### config.mk
export PLATFORM = sky130hd
export DESIGN_NAME = serial_word_tx
export DESIGN_NICKNAME = d
export VERILOG_FILES = /design/src/rtl/serial_pkg.sv /design/src/rtl/serial_word_tx.sv
export SDC_FILE = /design/constraint.sdc
export NUM_CORES = 1
export LEC_CHECK = 0
export ABC_AREA = 1
export CORE_ASPECT_RATIO = 2
export CORE_MARGIN = 3
export CORE_UTILIZATION = 45
export CTS_CLUSTER_SIZE = 10
export DETAILED_ROUTE_END_ITERATION = 12
export PLACE_DENSITY = 0.81
export SLEW_MARGIN = 40
export SYNTH_ARGS = -nofsm -noshare
export SYNTH_HDL_FRONTEND = slang
export SYNTH_SLANG_ARGS = --single-unit
export TNS_END_PERCENT = 20
### constraint.sdc
create_clock -name clk -period 1.4 [get_ports clk]
set_clock_uncertainty 0.15 [all_clocks]
set_input_delay 0.28 -clock clk [delete_from_list [all_inputs] [get_ports clk]]
set_output_delay 0.28 -clock clk [all_outputs]
set_load 0.05 [all_outputs]
### src/rtl/serial_pkg.sv
// Shared types and constants for the serial word transmit path.
package serial_pkg;

   localparam int WORD_W = 24;

   typedef enum logic [1:0] {
      IDLE,
      SHIFT,
      GAP
   } tx_state_t;

endpackage

### src/rtl/serial_word_tx.sv
// Serial word transmitter: accepts a parallel word on valid/ready and shifts it
// out MSB-first on b1t with a frame strobe, followed by a fixed idle gap.
module serial_word_tx
   import serial_pkg::WORD_W;
   import serial_pkg::tx_state_t;
#(
   parameter int N   = WORD_W,
   parameter int GAP = 2
) (
   input  logic         clk,
   input  logic         rst,
   input  logic [N-1:0] data_i,
   input  logic         valid_i,
   output logic         ready_o,
   output logic         b1t,
   output logic         frame_o
);

   localparam int CW = $clog2(N);
   localparam int GW = (GAP > 0) ? $clog2(GAP + 1) : 1;
   localparam logic [CW-1:0] CNT_LAST = CW'(N - 1);
   localparam logic [GW-1:0] GAP_LOAD = (GAP > 0) ? GW'(GAP - 1) : '0;

   // The GAP parameter shadows the package state literal, so states are qualified.
   tx_state_t     state_q, state_d;
   logic [N-1:0]  sr_q, sr_d;
   logic [CW-1:0] cnt_q, cnt_d;
   logic [GW-1:0] gcnt_q, gcnt_d;
   logic          b1t_d, frame_d;

   always_ff @(posedge clk or negedge rst) begin
      if (!rst) begin
         state_q <= serial_pkg::IDLE;
      end else begin
         state_q <= state_d;
      end
   end

   always_comb begin
      state_d = state_q;
      unique case (state_q)
         serial_pkg::IDLE: begin
            if (valid_i) state_d = serial_pkg::SHIFT;
         end
         serial_pkg::SHIFT: begin
            if (cnt_q == '0) begin
               if (GAP > 0) state_d = serial_pkg::GAP;
               else         state_d = serial_pkg::IDLE;
            end
         end
         serial_pkg::GAP: begin
            if (gcnt_q == '0) state_d = serial_pkg::IDLE;
         end
         default: state_d = serial_pkg::IDLE;
      endcase
   end

   // The MSB is driven on the accept edge itself, so cnt counts the bits still
   // to follow the one currently on the line.
   always_comb begin
      ready_o = (state_q == serial_pkg::IDLE);
      sr_d    = sr_q;
      cnt_d   = cnt_q;
      gcnt_d  = gcnt_q;
      b1t_d   = 1'b0;
      frame_d = 1'b0;
      unique case (state_q)
         serial_pkg::IDLE: begin
            if (valid_i) begin
               sr_d    = {data_i[N-2:0], 1'b0};
               b1t_d   = data_i[N-1];
               frame_d = 1'b1;
               cnt_d   = CNT_LAST;
            end
         end
         serial_pkg::SHIFT: begin
            if (cnt_q != '0) begin
               sr_d    = {sr_q[N-2:0], 1'b0};
               b1t_d   = sr_q[N-1];
               frame_d = 1'b1;
               cnt_d   = cnt_q - CW'(1);
            end else begin
               gcnt_d  = GAP_LOAD;
            end
         end
         serial_pkg::GAP: begin
            if (gcnt_q != '0) gcnt_d = gcnt_q - GW'(1);
         end
         default: ;
      endcase
   end

   always_ff @(posedge clk or negedge rst) begin
      if (!rst) begin
         sr_q    <= '0;
         cnt_q   <= '0;
         gcnt_q  <= '0;
         b1t     <= 1'b0;
         frame_o <= 1'b0;
      end else begin
         sr_q    <= sr_d;
         cnt_q   <= cnt_d;
         gcnt_q  <= gcnt_d;
         b1t     <= b1t_d;
         frame_o <= frame_d;
      end
   end

endmodule
# ---- Yosys cells after proc, flatten, opt, wreduce, memory -nomap -nowiden
# Index checks and enable logic that the tools add are counted.
dict set report op_classes {
  multipliers 0
  n_eq_ne 8
  div 0
  shifts 0
  mux 19
  n_reduce_logical 10
  addsub 2
  bitwise_logic 0
  magnitude_cmp 0
}
# cell n
set ops {}
lappend ops {{24-bit 2-to-1 mux} 2}
lappend ops {{24-bit one-hot mux with 2 select lines} 1}
lappend ops {{2-bit inequality test, second input constant} 6}
lappend ops {{2-bit 2-to-1 mux} 5}
lappend ops {{5-bit 2-to-1 mux} 2}
lappend ops {{5-bit one-hot mux with 2 select lines} 1}
lappend ops {{3-bit AND reduction} 3}
lappend ops {{2-bit one-hot mux with 3 select lines} 1}
lappend ops {{2-bit nonzero test} 3}
lappend ops {{5-bit zero test} 1}
lappend ops {{5-bit nonzero test} 1}
lappend ops {{5-bit by 1-bit subtractor with 5-bit output, second input constant} 1}
lappend ops {{2-bit zero test} 2}
lappend ops {{1-bit 2-to-1 mux} 4}
lappend ops {{1-bit one-hot mux with 2 select lines} 2}
lappend ops {{2-bit one-hot mux with 2 select lines} 1}
lappend ops {{2-bit by 1-bit == test with 1-bit output, second input constant} 1}
lappend ops {{2-bit == test, second input constant} 1}
lappend ops {{2-bit by 1-bit subtractor with 2-bit output, second input constant} 1}
dict set report word_totals {
  in_bits 27
  wordCells 45
  rom_bits 0
  n_memories 0
  mem_bits_rw 0
  latch_bits 0
  regBits 35
}

# ---- Depth between registers and ports, before layout
# Gate-level depths: netlist of the first run.
dict set report depth {
  ltp_word 3
  ltp_mapped 9
  depth_no_buf 7
}

# ---- Least setup slack after synthesis of the first run
# Ideal clock, no wire load.
dict set report synth_timing {
  path_kind {flip-flop to flip-flop}
  from {reg state_q[0]}
  to {reg cnt_q[3]}
  stages_incl_launch_ff 7
  arrival_time_ps 1764
  path_buffers 2
  required_time_ps 1134
  period_less_slack_ps 2031
  setup_ps 116
  path_slack_ps -631
  path_cell_list {dfrtp_1 nor2_1 nand2_1 buf_4 buf_6 nand3_1 nand2_1}
}
dict set report synth_between {
  elab_chain_cells 3
}
# item line_no
set synth_rtl {}
lappend synth_rtl {{from (decl)} serial_word_tx.sv:25} ;# tx_state_t state_q, state_d;
lappend synth_rtl {{from (signal assigned)} serial_word_tx.sv:33} ;# state_q <= serial_pkg::IDLE;
lappend synth_rtl {{from (signal assigned)} serial_word_tx.sv:35} ;# state_q <= state_d;
lappend synth_rtl {{2-bit zero test *} n/a}
lappend synth_rtl {{named net ready_o} serial_word_tx.sv:14} ;# output logic ready_o,
lappend synth_rtl {{2-bit inequality test (no line) / 2-bit nonzero test (equally long branches)} n/a}
lappend synth_rtl {{3-bit AND reduction (no line)} n/a}
lappend synth_rtl {{to (signal assigned)} serial_word_tx.sv:102} ;# cnt_q <= cnt_d;
lappend synth_rtl {{to (decl)} serial_word_tx.sv:27} ;# logic [CW-1:0] cnt_q, cnt_d;
# Mark *: on every way through the listed nets, which the timed path passes. The rest lies on a longest branch.
# A chain may end at the register's enable or synchronous reset.

# ---- Final worst setup path of the first run
dict set report layout_timing {
  from {reg state_q[1]}
  to {reg sr_q[4]}
}
dict set report layout_between {
  elab_chain_cells 3
}
# item line_no
set layout_rtl {}
lappend layout_rtl {{2-bit by 1-bit == test with 1-bit output / 2-bit zero test (equally long branches)} serial_word_tx.sv:67} ;# unique case (state_q)
lappend layout_rtl {{2-bit inequality test (no line) / 2-bit nonzero test (equally long branches)} n/a}
lappend layout_rtl {{3-bit AND reduction (no line)} n/a}
lappend layout_rtl {{to (signal assigned)} serial_word_tx.sv:101} ;# sr_q <= sr_d;
lappend layout_rtl {{to (decl)} serial_word_tx.sv:26} ;# logic [N-1:0] sr_q, sr_d;
# Several ways; a longest one is shown, not always the timed one.

==> key figures, run 1 <==
Outcome
  – Status: finished with violations
  – Failing checks: setup timing

Placed design
  – Routability-driven placement congestion ratio: 0.810
  – Port Buffer Count: 29
  – HPWL reported at the end of detailed placement: 2.76 mm
  – Placed Instance Area: 2300 um2

Timing
  – Fin crit period: 1.58 ns
  – Headroom to the max-slew limit: 0.872
  – F_max: 0.634 GHz
  – Final worst slack: -0.176 ns
  – Slew Limit Fails: 0
  – Least-Margin Pin Slew: 0.193 ns
  – Final Setup Violations: 33
  – Period utilisation layout: 1.13
  – Fin. Hold Viols: 0
  – RSZ-0062 raised after global routing: true

Layout
  – Area growth syn-to-layout: 55.7%
  – Most frequent cells in the layout: nand2_1, dfrtp_1, clkdlybuf4s50_1
  – Share of post-route cells with drive strength above 1: 0.326
  – NumNets Final: 332
  – Commonest non-fill, non-tap cell in the layout: nand2_1
  – Antenna diode count: 0
  – Fin area: 2780 um2

Synthesis
  – Syn nets: 274
  – Mapped Avg Cell Area: 7.29 um2
  – Cells after Synth: 245
  – Seq/Total Area, Yosys: 0.476
  – Seq cells post-synth: 34
  – Yosys warns: 0
  – Netlist cell types: 17
  – Mapped Area: 1790 um2

Setup path
  – Critical path's most frequent cell: buf_6
  – Worst Path Required: 1.43 ns
  – CP peak stage delay: 0.43 ns
  – CP Buf/Inv Count: 4
  – Crit Path Max Fanout: 5
  – Crit-path slowest cell: dfrtp_2
  – CP top delay family: buffers and inverters
  – CP endpoint kind: flop
  – WS Path Type: reg2reg
  – Worst reg2reg path depth: 8
  – Crit path depth: 8
  – Worst path arrival time: 1.61 ns
  – Worst path cell trace: buf_6 -> nor2_4 -> nand2_4 -> buf_8 -> buf_6 -> buf_6 -> nand3_1 -> nand2_1
  – CP startpoint kind: flop

Power and ir drop
  – Sw Share: 0.430
  – Total power: 6.48 mW
  – PwrDens: 2330 nW/um2
  – Maximum vdd drop: 1.32 mV
  – Clock power frac: 0.116
  – Net switching power: 2.78 mW
  – Combinational fraction of design power: 0.619
  – Leakage power: 1.44 nW
  – Reg power frac: 0.265
  – Internal: 3.69 mW

Global routing
  – Vias in the first global route: 1746
  – Initial antenna violation count: 0
  – Largest net degree at the start of global routing: 35
  – Grt ovf: 0
  – Total GRT Usage: 0.241
  – First-pass GRT wire length: 8.42 mm

Floorplan
  – Die Y: 95.1 um
  – Initial Util: 0.480
  – Full die area: 4810 um2
  – Num rows: 31
  – Die width: 50.6 um
  – Core area: 3720 um2
  – I/O pin count: 30

Detailed routing
  – Drt initial violations: 59
  – Via/cell ratio: 5.19
  – Post-DRT Antenna Nets: 0
  – Drt drc: 0
  – Routed WL per cell: 15.2 um
  – WL final: 5.38 mm
  – Drt pass-1 iters: 4
  – DR vias: 1832

Clock tree
  – Clk pin slew, worst setup/hold paths: 0.07 ns
  – Cts hold-fix bufs: 0
  – CTS tree: yes
  – Clock root cell: clkbuf_8
  – CTS Buf Count: 5
  – H-tree levels: 2
  – Clock Latency Late Sink: 0.29 ns
  – Clock Sinks: 34
  – CTS max path bufs: 2

Hold path
  – Hold Path Class: in2async

Flow run
  – Max-capacitance violation count: 0
through the flow:
step                utilization  setup TNS (ns)  hold WS [ns]  setup slack, ns  cells
finish                    0.747           -3.54         0.202           -0.176    353
global route              0.747           -5.51         0.215           -0.280    353
CTS                       0.731           -1.20         0.202           -0.122    352
detailed placement        0.618           -2.33         0.341          -0.0995    329
global placement          0.618           -1.23         0.331          -0.0558    329
floorplan                     -           -2.04        -0.166           -0.118    245
flip-flops by register name, indices dropped and copies added, names as in the netlist:
name	cells
sr_q	23
cnt_q	5
gcnt_q	2
state_q	2
b1t	1
frame_o	1
cell families (layout without fill, tap and decap cells):
logic type / count (synthesis) / after routing / share of synthesized area
DFF: 34 / 34 / 0.476
and+or+nand+nor: 181 / 181 / 0.420
buffers and inverters: 27 / 86 / 0.0868
AOI/OAI and AO/OA: 1 / 1 / 0.00280
adders and majority gates: 2 / 2 / 0.0140
power by group through the flow:
stage	logic (mW)	registers (mW)	clock network [mW]
after floorplan	1.81	1.72	0
after global placement	2.63	1.68	0
after detailed placement	2.72	1.69	0
after CTS	3.72	1.69	0.776
after global routing	4.37	1.76	0.818
final	4.01	1.71	0.754
cell usage after synthesis:
| cell type | count | share of area |
|---|---|---|
| buf_2 | 4 | 0.011 |
| buf_4 | 5 | 0.021 |
| buf_6 | 4 | 0.025 |
| dfrtp_1 | 34 | 0.48 |
| ha_1 | 2 | 0.014 |
| inv_1 | 12 | 0.025 |
| inv_2 | 2 | 0.0042 |
| nand2_1 | 135 | 0.28 |
| nand2_2 | 3 | 0.011 |
| nand3_1 | 34 | 0.095 |
| nand4_1 | 3 | 0.011 |
| nor2_1 | 2 | 0.0042 |
| nor2_2 | 1 | 0.0035 |
| nor2_4 | 1 | 0.0063 |
| nor3_1 | 1 | 0.0028 |
| o21ai_1 | 1 | 0.0028 |
| or2_2 | 1 | 0.0035 |
final cells by class:
type	count	area, um2
clock buffers	7	86.3
clock inverters	1	5.00
fillers	262	941
inverters	14	70.1
multi-input cells	184	971
flip-flops and latches	34	853
well taps	49	61.3
repair buffers	62	713
repair inverters	2	22.5
path summary, 6_finish.rpt:
kind	from	end	slack, ns
max	state_q[1]	sr_q[4]	-0.18
min	rst	gcnt_q[0]	0.20
max reg2reg	state_q[1]	sr_q[4]	-0.18
min reg2reg	sr_q[7]	sr_q[7]	0.36
max in group asynchronous	rst	state_q[0]	0.71
min in group clk	sr_q[7]	sr_q[7]	0.36
timing repair:
item / 4_1_cts / 5_1_grt
setup endpoints to repair: 31 / 35
gates cloned: 6 / 0
gates resized for setup: 50 / 18
pin swaps: 15 / 11
buffers inserted: 9 / 2
routing by layer:
layer,vias to the layer above,wire (um),track usage,share of wire
li1,880,-,-,-
met1,892,2010,0.260,0.37
met2,48,3000,0.429,0.56
met3,12,196,0.0595,0.036
met4,0,167,0.121,0.031
met5,-,0,0,0
Power figures use the tool's default switching activity.
==> run 2, diff against run 1 <==
--- a/config.mk
+++ b/config.mk
@@ -7,7 +7,6 @@
 export LEC_CHECK = 0
 export ABC_AREA = 1
 export CORE_ASPECT_RATIO = 2
-export CORE_MARGIN = 3
 export CORE_UTILIZATION = 45
 export CTS_CLUSTER_SIZE = 10
 export DETAILED_ROUTE_END_ITERATION = 12
==> run 2 against run 1 <==
The flow still finishes with violations (setup timing). Clock power down 9.8%. Power down 14%. Register-to-register slack better by 0.11 ns. First-iteration DRC count down 32%. Critical path type is now reg2out.
==> key figures, run 2 (same netlist as run 1, synthesis figures left out) <==
Power and ir drop
  – Leakage power: 1.34 nW (-7.3%)
  – Total power: 5.57 mW (-14%)
  – PwrDens: 2190 nW/um2 (-6.0%)
  – Sw Share: 0.424 (-0.00543)
  – Combinational fraction of design power: 0.571 (-0.048)
  – Clock power frac: 0.122 (+0.006)
  – Maximum vdd drop: 1.31 mV (-1.1%)
  – Reg power frac: 0.307 (+0.042)
  – Internal: 3.21 mW (-13%)
  – Net switching power: 2.37 mW (-15%)

Floorplan
  – Num rows: 32 (+3.2%)
  – Full die area: 4240 um2 (-12%)
  – Initial Util: 0.465 (-0.0150)
  – Die Y: 91.1 um (-4.2%)
  – I/O pin count: 30 (unchanged)
  – Core area: 3840 um2 (+3.2%)
  – Die width: 46.6 um (-7.9%)

Layout
  – Fin area: 2550 um2 (-8.5%)
  – Antenna diode count: 0 (unchanged)
  – Max reg flops: 23 (unchanged)
  – Most frequent cells in the layout: nand2_1, dfrtp_1, clkdlybuf4s50_1
  – Register Area: 853 um2 (unchanged)
  – Biggest register: sr_q
  – Area growth syn-to-layout: 42.6%
  – NumNets Final: 322 (-3.0%)
  – Fillers: 338 (+29%)
  – Commonest non-fill, non-tap cell in the layout: nand2_1
  – Multi-input logic area: 881 um2 (-9.3%)
  – Top flop regs: sr_q (23), cnt_q (5)
  – Share of post-route cells with drive strength above 1: 0.232 (-0.0936)

Global routing
  – Total GRT Usage: 0.231 (-0.0107)
  – Initial antenna violation count: 0 (unchanged)
  – Largest net degree at the start of global routing: 35 (unchanged)
  – Vias in the first global route: 1690 (-3.2%)
  – Grt ovf: 0 (unchanged)
  – First-pass GRT wire length: 7.19 mm (-15%)

Detailed routing
  – WL final: 4.44 mm (-17%)
  – Drt drc: 0 (unchanged)
  – Drt initial violations: 40 (-32%)
  – Routed WL per cell: 12.9 um (-15%)
  – Post-DRT Antenna Nets: 0 (unchanged)
  – Drt pass-1 iters: 4 (unchanged)
  – DR vias: 1694 (-7.5%)
  – Via/cell ratio: 4.92 (-5.1%)

Clock tree
  – Clock Sinks: 34 (unchanged)
  – Clk pin slew, worst setup/hold paths: 0.07 ns (about the same)
  – H-tree levels: 2 (unchanged)
  – Clock Latency Late Sink: 0.28 ns (about the same)
  – Clock root cell: clkbuf_8
  – CTS max path bufs: 2 (unchanged)
  – CTS Buf Count: 5 (unchanged)
  – CTS tree: yes

Timing
  – Fin crit period: 1.51 ns (-0.0683 ns)
  – Fin. Hold Viols: 0 (unchanged)
  – Period utilisation layout: 1.08 (-0.0488)
  – Least-Margin Pin Slew: 0.186 ns (-0.00657 ns)
  – Slew Limit Fails: 0 (unchanged)
  – Final Setup Violations: 28 (-15%)
  – Headroom to the max-slew limit: 0.875 (+0.00343)
  – RSZ-0062 raised after global routing: true
  – F_max: 0.663 GHz (+4.5%)
  – Final worst slack: -0.108 ns (+0.0683 ns)

Setup path
  – Crit-path slowest cell: dfrtp_2
  – CP top delay family: flip-flops
  – Crit Path Max Fanout: 3 (-2)
  – CP startpoint kind: flop
  – CP endpoint kind: output pin
  – CP Buf/Inv Count: 2 (-2)
  – Worst path cell trace: nor2_4 -> buf_6 -> buf_12
  – Worst path arrival time: 1.08 ns (-0.53 ns)
  – Worst Path Required: 0.97 ns (-0.46 ns)
  – WS Path Type: reg2out
  – R2R Setup Slk: -0.07 ns (+0.11 ns)
  – CP peak stage delay: 0.44 ns (about the same)

Placed design
  – Port Buffer Count: 29 (unchanged)
  – HPWL reported at the end of detailed placement: 3.05 mm (+10%)
  – Routability-driven placement congestion ratio: 0.840 (+3.7%)
  – Placed Instance Area: 2300 um2 (-0.22%)

Outcome
  – Status: finished with violations
  – Failing checks: setup timing

Hold path
  – Hold Path Class: in2async

Flow run
  – Max-capacitance violation count: 0 (unchanged)
## run 2: changes by cell type in the layout (fill, tap and decap cells not counted), sizes merged
cell    previous run  this run
buf               36        28
clkbuf             7         5
clkinv             1         2
inv               16        14
## run 2: repair_timing
item                                   4_1_cts  5_1_grt
gates cloned                                 0        0
hold buffers                                 0        0
endpoints found under the hold margin        0        0
gates resized for setup                     15       15
setup endpoints to repair                   33       33
buffers inserted                             5        2
pin swaps                                    6        6
## run 2: path summary, 6_finish.rpt
| check | start | to | cells after the start |
|---|---|---|---|
| worst max-delay path | state_q[0] | ready_o | 3 |
| worst min-delay path | rst | sr_q[21] | 2 |
| worst max register to register | state_q[1] | sr_q[23] | 8 |
| worst min register to register | sr_q[1] | sr_q[1] | 2 |
| max in group asynchronous | rst | state_q[1] | 2 |
| min in group clk | sr_q[1] | sr_q[1] | 2 |
## run 2: power by group through the flow
stage	logic (mW)	registers, mW	clock network (mW)
2_1_floorplan	1.81	1.72	0
3_3_place_gp	2.63	1.69	0
3_5_place_dp	2.71	1.70	0
4_1_cts	2.96	1.69	0.686
5_1_grt	3.56	1.75	0.726
6_report	3.18	1.71	0.680
## run 2: metrics by stage
stage / setup TNS (ns) / setup slack [ns] / util / cells / hold slack, ns
after floorplan: -2.04 / -0.118 / - / 245 / -0.166
after global placement: -2.17 / -0.0878 / 0.597 / 330 / 0.337
after detailed placement: -3.24 / -0.128 / 0.597 / 330 / 0.349
after CTS: -1.67 / -0.111 / 0.644 / 342 / 0.218
after global routing: -3.31 / -0.156 / 0.663 / 344 / 0.224
final: -1.11 / -0.108 / 0.663 / 344 / 0.212
## run 2: cell type report
type,instances,share of cell area
well taps,51,0.0250
clock inverters,2,0.00393
inverters,14,0.0236
clock buffers,5,0.0270
repair buffers,54,0.240
flip-flops and latches,34,0.335
multi-input cells,184,0.346
## run 2: routing by layer
layer	track usage	wire length, um
met2	0.407	2560
met5	0	0
met1	0.247	1600
met3	0.0477	157
met4	0.0882	121
